File: src/rtl/request_latch.sv
// Elevator floor-request latch: registers new-request pulses, clears them on service,
// and derives direction hints, pending count and oldest-request marker.
module request_latch #(
  parameter int AGE_W = 8
) (
  input  logic             ck,
  input  logic             rst_n,
  input  logic             N1,
  input  logic             N2,
  input  logic             N3,
  input  logic             N4,
  input  logic             N5,
  input  logic             pos1,
  input  logic             pos2,
  input  logic             pos3,
  input  logic             pos4,
  input  logic             pos5,
  input  logic             door_open,
  output logic             R1,
  output logic             R2,
  output logic             R3,
  output logic             R4,
  output logic             R5,
  output logic             req_here,
  output logic             req_above,
  output logic             req_below,
  output logic [2:0]       pending_cnt,
  output logic [2:0]       last_floor,
  output logic             oldest1,
  output logic             oldest2,
  output logic             oldest3,
  output logic             oldest4,
  output logic             oldest5
);

  logic [4:0]       newVec;
  logic [4:0]       posVec;
  logic             posValid;
  logic [2:0]       floorEnc;
  logic [4:0]       clrVec;

  logic [4:0]       req_q, req_d;
  logic [AGE_W-1:0] age_q [5];
  logic [AGE_W-1:0] age_d [5];
  logic [2:0]       lastFloor_q, lastFloor_d;

  logic [4:0]       oldestVec;
  logic [2:0]       cntSum;
  logic             hereAny, aboveAny, belowAny;
  logic             found;
  logic [AGE_W-1:0] bestAge;

  assign newVec = {N5, N4, N3, N2, N1};
  assign posVec = {pos5, pos4, pos3, pos2, pos1};

  always_comb begin
    posValid    = $onehot(posVec);
    floorEnc    = lastFloor_q;
    for (int i = 0; i < 5; i++) begin
      if (posVec[i]) floorEnc = 3'(i + 1);
    end
    lastFloor_d = posValid ? floorEnc : lastFloor_q;
    clrVec      = (door_open && posValid) ? posVec : 5'b00000;
    req_d       = (req_q | newVec) & ~clrVec;
    // An age restarts at zero on the edge a request is set and freezes at all-ones.
    for (int i = 0; i < 5; i++) begin
      if (!req_q[i] || clrVec[i]) begin
        age_d[i] = '0;
      end else if (age_q[i] != {AGE_W{1'b1}}) begin
        age_d[i] = age_q[i] + 1'b1;
      end else begin
        age_d[i] = age_q[i];
      end
    end
  end

  always_ff @(posedge ck or negedge rst_n) begin
    if (!rst_n) begin
      req_q       <= 5'b00000;
      lastFloor_q <= 3'd1;
      for (int i = 0; i < 5; i++) age_q[i] <= '0;
    end else begin
      req_q       <= req_d;
      lastFloor_q <= lastFloor_d;
      for (int i = 0; i < 5; i++) age_q[i] <= age_d[i];
    end
  end

  // Derived outputs look only at registered state, never at this cycle's N or pos.
  always_comb begin
    cntSum    = 3'd0;
    hereAny   = 1'b0;
    aboveAny  = 1'b0;
    belowAny  = 1'b0;
    found     = 1'b0;
    bestAge   = '0;
    oldestVec = 5'b00000;
    for (int i = 0; i < 5; i++) begin
      if (req_q[i]) begin
        cntSum = cntSum + 3'd1;
        if (3'(i + 1) == lastFloor_q) hereAny = 1'b1;
        if (3'(i + 1) > lastFloor_q) aboveAny = 1'b1;
        if (3'(i + 1) < lastFloor_q) belowAny = 1'b1;
        if (!found || age_q[i] > bestAge) begin
          found     = 1'b1;
          bestAge   = age_q[i];
          oldestVec = 5'b00001 << i;
        end
      end
    end
  end

  assign {R5, R4, R3, R2, R1} = req_q;
  assign {oldest5, oldest4, oldest3, oldest2, oldest1} = oldestVec;
  assign req_here    = hereAny;
  assign req_above   = aboveAny;
  assign req_below   = belowAny;
  assign pending_cnt = cntSum;
  assign last_floor  = lastFloor_q;

endmodule

File: config.mk
export PLATFORM = sky130hd
export DESIGN_NAME = request_latch
export DESIGN_NICKNAME = d
export VERILOG_FILES = /design/src/rtl/request_latch.sv
export SDC_FILE = /design/constraint.sdc
export NUM_CORES = 1
export LEC_CHECK = 0
export CAP_MARGIN = 25
export CORE_UTILIZATION = 54
export CTS_CLUSTER_SIZE = 12
export DETAILED_ROUTE_END_ITERATION = 10
export PLACE_DENSITY = 0.84
export SLEW_MARGIN = 25
export SYNTH_ARGS = -nofsm -noshare
export SYNTH_HDL_FRONTEND = slang
export SYNTH_SLANG_ARGS = --single-unit
File: constraint.sdc
create_clock -name ck -period 6.2 [get_ports ck]
set_input_delay 0.62 -clock ck [delete_from_list [all_inputs] [get_ports ck]]
set_output_delay 0.62 -clock ck [all_outputs]
set_load 0.01 [all_outputs]
==> results of run 1 <==
## cell families (layout without fill, tap and decap cells)
family | count (synthesis) | in the layout | synth area share [%]
AOI/OAI and AO/OA | 117 | 117 | 20.9
xor gates and xnor gates | 21 | 21 | 4.63
adders and majority gates | 46 | 46 | 14.9
buffers and inverters | 40 | 143 | 4.16
DFF | 48 | 48 | 30.3
muxes | 10 | 10 | 2.62
and+or+nand+nor | 190 | 190 | 22.5
## flip-flops by register name, summed over array words and instances, names as in the netlist
name and count:
age_q 40, last_floor 3, req_q 5
## worst max path at each step
stage                    to  cells after the start      from  slack (ns)
floorplan           oldest2                     32  req_q[0]       -0.32
global placement    oldest2                     32  req_q[0]       -0.91
detailed placement  oldest2                     30  req_q[0]       -1.14
CTS                 oldest2                     31  req_q[0]       -0.85
global route        oldest2                     32  req_q[0]       -1.28
finish              oldest2                     32  req_q[0]       -1.04
## per-layer routing
metal / GRT usage (%) / share of wire, % / up-vias / wire length (um)
met5: 0 / 0 / - / 0
met4: 15.9 / 3.9 / 0 / 442
met3: 4.15 / 4.7 / 39 / 541
met2: 53.1 / 51 / 152 / 5840
met1: 34.8 / 40 / 1954 / 4630
li1: - / - / 1911 / -
## cell type report
type                       count  share of cell area (%)
timing repair buffer         109                    17.7
clock buffer                   6                    1.37
sequential                    48                    22.7
inverter                      26                    1.84
clock inverter                 2                   0.660
tap                           96                    2.26
multi-input combinational    384                    53.5
## cell usage in the layout (no fill, tap or decap), types with 3 or more instances in the layout
cell             netlist  final
buf_4                  2     67
nor2_1                64     59
dfrtp_1               47     46
ha_1                  44     40
nand2_1               44     38
nand3_1               29     28
inv_1                 26     26
clkdlybuf4s50_1        0     25
o21ai_0               24     22
xor2_1                16     16
and3_1                16     15
nand4_1               14     14
buf_6                  0     14
o211ai_1              11     11
a21oi_1               14     10
o21ai_1                9      9
a22oi_2                4      9
a221o_1                7      7
mux2i_1                7      7
a31oi_1                7      6
a22oi_1               11      6
o21a_1                 6      6
a21oi_2                2      5
nand2_2                0      5
nor2_4                 0      5
xnor2_1                5      5
clkbuf_8               0      5
nor2b_1                5      4
a211oi_1               5      4
nor3_1                 4      4
ha_4                   0      4
mux2_2                 3      3
nand2b_1               3      3
## worst max-delay path: cells and delay by family (launching register included)
| kind | cells | cell delay, ns |
|---|---|---|
| compound gates | 15 | 2.72 |
| fa+ha+maj | 4 | 1.06 |
| buf+inv | 4 | 0.53 |
| flops | 1 | 0.44 |
| simple gates | 9 | 1.57 |
## through the flow
stage | cell area [sq um] | hold slack [ns] | utilization, % | TNS, ns | cells
finish | 5310 | 0.311 | 76.4 | -4.72 | 671
global route | 5310 | 0.360 | 76.4 | -5.98 | 671
CTS | 5070 | 0.344 | 73.0 | -3.43 | 662
detailed placement | 4800 | 0.528 | 69.1 | -4.72 | 640
global placement | 4800 | 0.538 | 69.1 | -3.63 | 640
floorplan | 4050 | 0.324 | - | -0.841 | 472
## repair_timing
item	4_1_cts	5_1_grt
pin swaps	20	47
setup buffers	13	9
cloned	1	0
setup endpoints to repair	5	5
endpoints found under the hold margin	0	0
gates resized for setup	36	37
==> impl_results.md, run 1 <==
* Fin crit period at 7.24 ns
* Filler instances at 445
* Syn Area/Cell at 8.41 sq um
* Reg area at 1200 sq um
* Vias per cell at 6.04
* Die width at 87.7 um
* Ports at 32
* Port bufs at 31
* Drt first pass iters at 4
* Initial antenna violation count at 0
* Starting Density at 57.2%
* Antenna fix cells at 0
* Layout cells sized above 1 at 25.0%
* DP Worst Slack at -1.14 ns
* FMAX at 138 MHz
* Vias after detailed routing at 4056
* Root Buffer: clkbuf_8
* R2R Setup Slk at 4.02 ns
* Synth top area share at 29.6%
* Worst r2r dst: age_q[34]
* Largest area contributor in the netlist: dfrtp_1
* Vias in the first global route at 3931
* Area growth, synth to finish at 33.7%
* Final Skew at 0.00479 ns
* Outcome: finished, violations left
* Failing checks: negative setup slack
* Largest net degree at the start of global routing at 49
* HP Class: input pin to async pin
* Post-synthesis sequential area ratio at 30.3%
* Crit path arrival time at 6.62 ns
* Reg clk slew, reported paths at 0.09 ns
* Max clock buf depth at 2
* Final net count at 633
* CTS tree: done
* Worst-Margin Slew at 0.607 ns
* Total gr overflow at 0
* Final setup fails at 5
* Synth Warn # at 0
* Final WL at 11500 um
* Placeable core area at 6940 sq um
* Final hold viol count at 0
* Clock sinks at 48
* Synth cell types at 55
* Synth async-reset ratio at 100%
* CP Class: register to output port
* EDFF count, synth at 0
* Crit. End Element: output port
* Slowest stage delay, CP at 0.44 ns
* RSZ-0062 raised after global routing: yes
* Crit start category: register
* Routed wire per std cell at 17.1 um
* Worst-skew pair later-pin latency at 0.31 ns
* Mapped Cells at 472
* Synth Register Bits at 48
* Area of the multi-input gates at 2840 sq um
* Max-slew violations at 0
* Die Y at 87.7 um
* DR iter-0 viols at 287
* Count leader, synth: nor2_1
* Commonest cells in the netlist: nor2_1, dfrtp_1, ha_1, nand2_1, nand3_1
* Max Cap Viol at 0
* Worst slew margin at 59.5%
* Crit-path slowest cell: dfrtp_2
* Syn_nets at 531
* Post-DP HPWL at 8110 um
* Total CTS buffers at 5
* GP Congestion at 0.942
* Total GRT Usage at 29.9%
* Setup WS post-layout at -1.04 ns
* Top cells by area, synth: dfrtp_1, ha_1, nor2_1
* Fin crit share at 117%
* Mapped Area at 3970 sq um
* Die ar. at 7700 sq um
* Reg2Reg Depth at 9
* Worst EP required at 5.58 ns
* CTS H-tree lvls at 2
* Antenna Violating Nets Remaining at 0
* Hold_buf cts at 0
* Synth Flop Type: dfrtp_1
* Residual DRC at 0
* Num rows at 30
* Crit Path Max Fanout at 8
* Critical register-to-register path startpoint: age_q[33]
* First-pass GRT wire length at 17800 um
Power of run 1 is left out: the tool's default activity adds up to more than one toggle a clock period on the data nets, which glitch-free logic cannot reach.
==> run 2: changes to the inputs <==
--- a/config.mk
+++ b/config.mk
@@ -7,8 +7,10 @@
 export LEC_CHECK = 0
 export CAP_MARGIN = 25
 export CORE_UTILIZATION = 54
+export CTS_CLUSTER_DIAMETER = 60
 export CTS_CLUSTER_SIZE = 12
 export DETAILED_ROUTE_END_ITERATION = 10
+export MAX_ROUTING_LAYER = met4
 export PLACE_DENSITY = 0.84
 export SLEW_MARGIN = 25
 export SYNTH_ARGS = -nofsm -noshare
==> impl_results.md, run 2 (synthesis gave the netlist of run 1 again) <==
* Reg clk slew, reported paths at 0.10 ns (about the same)
* GP Congestion at 0.976 (+3.6%)
* Worst-skew pair later-pin latency at 0.32 ns (about the same)
* Starting Density at 57.2% (unchanged)
* RSZ-0062 raised after global routing: yes
* Die ar. at 7700 sq um (unchanged)
* Clock sinks at 48 (unchanged)
* Crit start category: register
* Met3 GRT Util at 4.52% (+0.38 points)
* Slowest stage delay, CP at 0.39 ns (-0.05 ns)
* Area of the multi-input gates at 2880 sq um (+1.4%)
* Worst-Margin Slew at 0.624 ns (+0.0175 ns)
* Largest net degree at the start of global routing at 49 (unchanged)
* Root Buffer: clkbuf_8
* Placeable core area at 6940 sq um (unchanged)
* Final net count at 630 (-0.47%)
* Area growth, synth to finish at 34.2%
* Total CTS buffers at 5 (unchanged)
* Port bufs at 31 (unchanged)
* Residual DRC at 0 (unchanged)
* Final setup fails at 5 (unchanged)
* Max Cap Viol at 0 (unchanged)
* Commonest non-fill, non-tap cell in the layout: buf_4
* Hold_buf cts at 0 (unchanged)
* First-pass GRT wire length at 19300 um (+8.2%)
* Filler instances at 448 (+0.67%)
* Die width at 87.7 um (unchanged)
* Vias per cell at 6.19 (+2.3%)
* Antenna Violating Nets Remaining at 0 (unchanged)
* Die Y at 87.7 um (unchanged)
* Final WL at 12300 um (+7.3%)
* Ports at 32 (unchanged)
* Num rows at 30 (unchanged)
* Global route hottest layer: met2
* CTS H-tree lvls at 2 (unchanged)
* Crit. End Element: output port
* Reg area at 1200 sq um (unchanged)
* Vias in the first global route at 4073 (+3.6%)
* Initial antenna violation count at 0 (unchanged)
* Failing checks: negative setup slack
* Register name with the most flops: age_q
* Post-layout util at 76.7% (+0.32 points)
* Final hold viol count at 0 (unchanged)
* Dpl cell area at 4800 sq um (unchanged)
* DR iter-0 viols at 323 (+13%)
* Routed wire per std cell at 18.4 um (+7.7%)
* Antenna fix cells at 0 (unchanged)
* Outcome: finished, violations left
* Total GRT Usage at 33.7% (+3.8 points)
* Met2 GRT Util at 57.9% (+4.8 points)
* Total gr overflow at 0 (unchanged)
* Crit Path Max Fanout at 8 (unchanged)
* HP Class: input pin to async pin
* Final Skew at 0.0148 ns (+0.0100 ns)
* Layout cells sized above 1 at 25.2% (+0.13 points)
* Post-DP HPWL at 8280 um (+2.1%)
* Max clock buf depth at 2 (unchanged)
* Drt first pass iters at 5 (+1)
* CP Class: register to output port
* Vias after detailed routing at 4132 (+1.9%)
* FMAX at 139 MHz (+0.36%)
* CTS tree: done
* Crit-path slowest cell: dfrtp_2
* Setup WS post-layout at -1.01 ns (+0.0260 ns)
* Final Cell Area at 5330 sq um (+0.42%)
* Commonest cells after routing, fill and taps aside: buf_4, nor2_1, dfrtp_1, nand2_1, ha_1
* Crit path arrival time at 6.59 ns (-0.03 ns)
* GR Util met1 at 37.7% (+2.9 points)
* Max reg flops at 40 (unchanged)
* Max-slew violations at 0 (unchanged)
* Worst slew margin at 58.4% (-1.2 points)
* Fin crit share at 116% (-0.42 points)
* Fin crit period at 7.21 ns (-0.0260 ns)
* Worst EP required at 5.58 ns (about the same)
[run 2: what timing repair did]
item	4_1_cts	5_1_grt
setup buffers	18	2
resized for setup	57	16
pin swaps	34	28
endpoints found under the setup margin	5	5
[run 2: layout make-up]
| class | count | area share, % |
|---|---|---|
| clock buffer | 6 | 1.55 |
| clock inverter | 2 | 0.728 |
| inverter | 26 | 1.83 |
| multi-input combinational | 384 | 54.0 |
| sequential | 48 | 22.6 |
| tap | 96 | 2.25 |
| timing repair buffer | 106 | 17.1 |
[run 2: routing by layer]
layer	routed length, um	share of wire [%]
met2	6190	50
met5	0	0
met4	653	5.3
met3	627	5.1
met1	4810	39
[run 2: critical path: cells and delay by family, from the launching register on]
family	cells	cell delay, ns
and+or+nand+nor	10	1.67
buffers and inverters	6	0.74
AOI/OAI and AO/OA	13	2.18
adders and majority gates	4	1.28
DFF	1	0.39
[run 2: worst paths after layout]
path | cells past startpoint | start | slack (ns) | to
max in group asynchronous | 1 | rst_n | 5.44 | req_q[0]
max | 33 | req_q[0] | -1.01 | oldest2
min | 1 | rst_n | 0.31 | age_q[19]
min in group ck | 1 | age_q[6] | 0.54 | age_q[6]
max reg2reg | 8 | age_q[32] | 4.16 | age_q[34]
min reg2reg | 1 | age_q[6] | 0.54 | age_q[6]
[run 2: metrics by stage]
stage | worst slack (ns) | hold WS, ns | std cells | setup TNS [ns]
2_1_floorplan | -0.324 | 0.324 | 472 | -0.841
3_5_place_dp | -1.09 | 0.533 | 640 | -4.54
3_3_place_gp | -0.864 | 0.526 | 640 | -3.39
4_1_cts | -0.764 | 0.347 | 666 | -3.55
6_report | -1.01 | 0.314 | 668 | -4.65
5_1_grt | -1.31 | 0.375 | 668 | -6.17
Power of run 2 is left out for the same reason.
==> run 3: changes to the inputs <==
--- a/config.mk
+++ b/config.mk
@@ -5,7 +5,7 @@
 export SDC_FILE = /design/constraint.sdc
 export NUM_CORES = 1
 export LEC_CHECK = 0
-export CAP_MARGIN = 25
+export CAP_MARGIN = 20
 export CORE_UTILIZATION = 54
 export CTS_CLUSTER_DIAMETER = 60
 export CTS_CLUSTER_SIZE = 12
==> results of run 3 <==
Final layout, timing and power as in run 2 (identical DEF).
Power of run 3 is left out for the same reason.
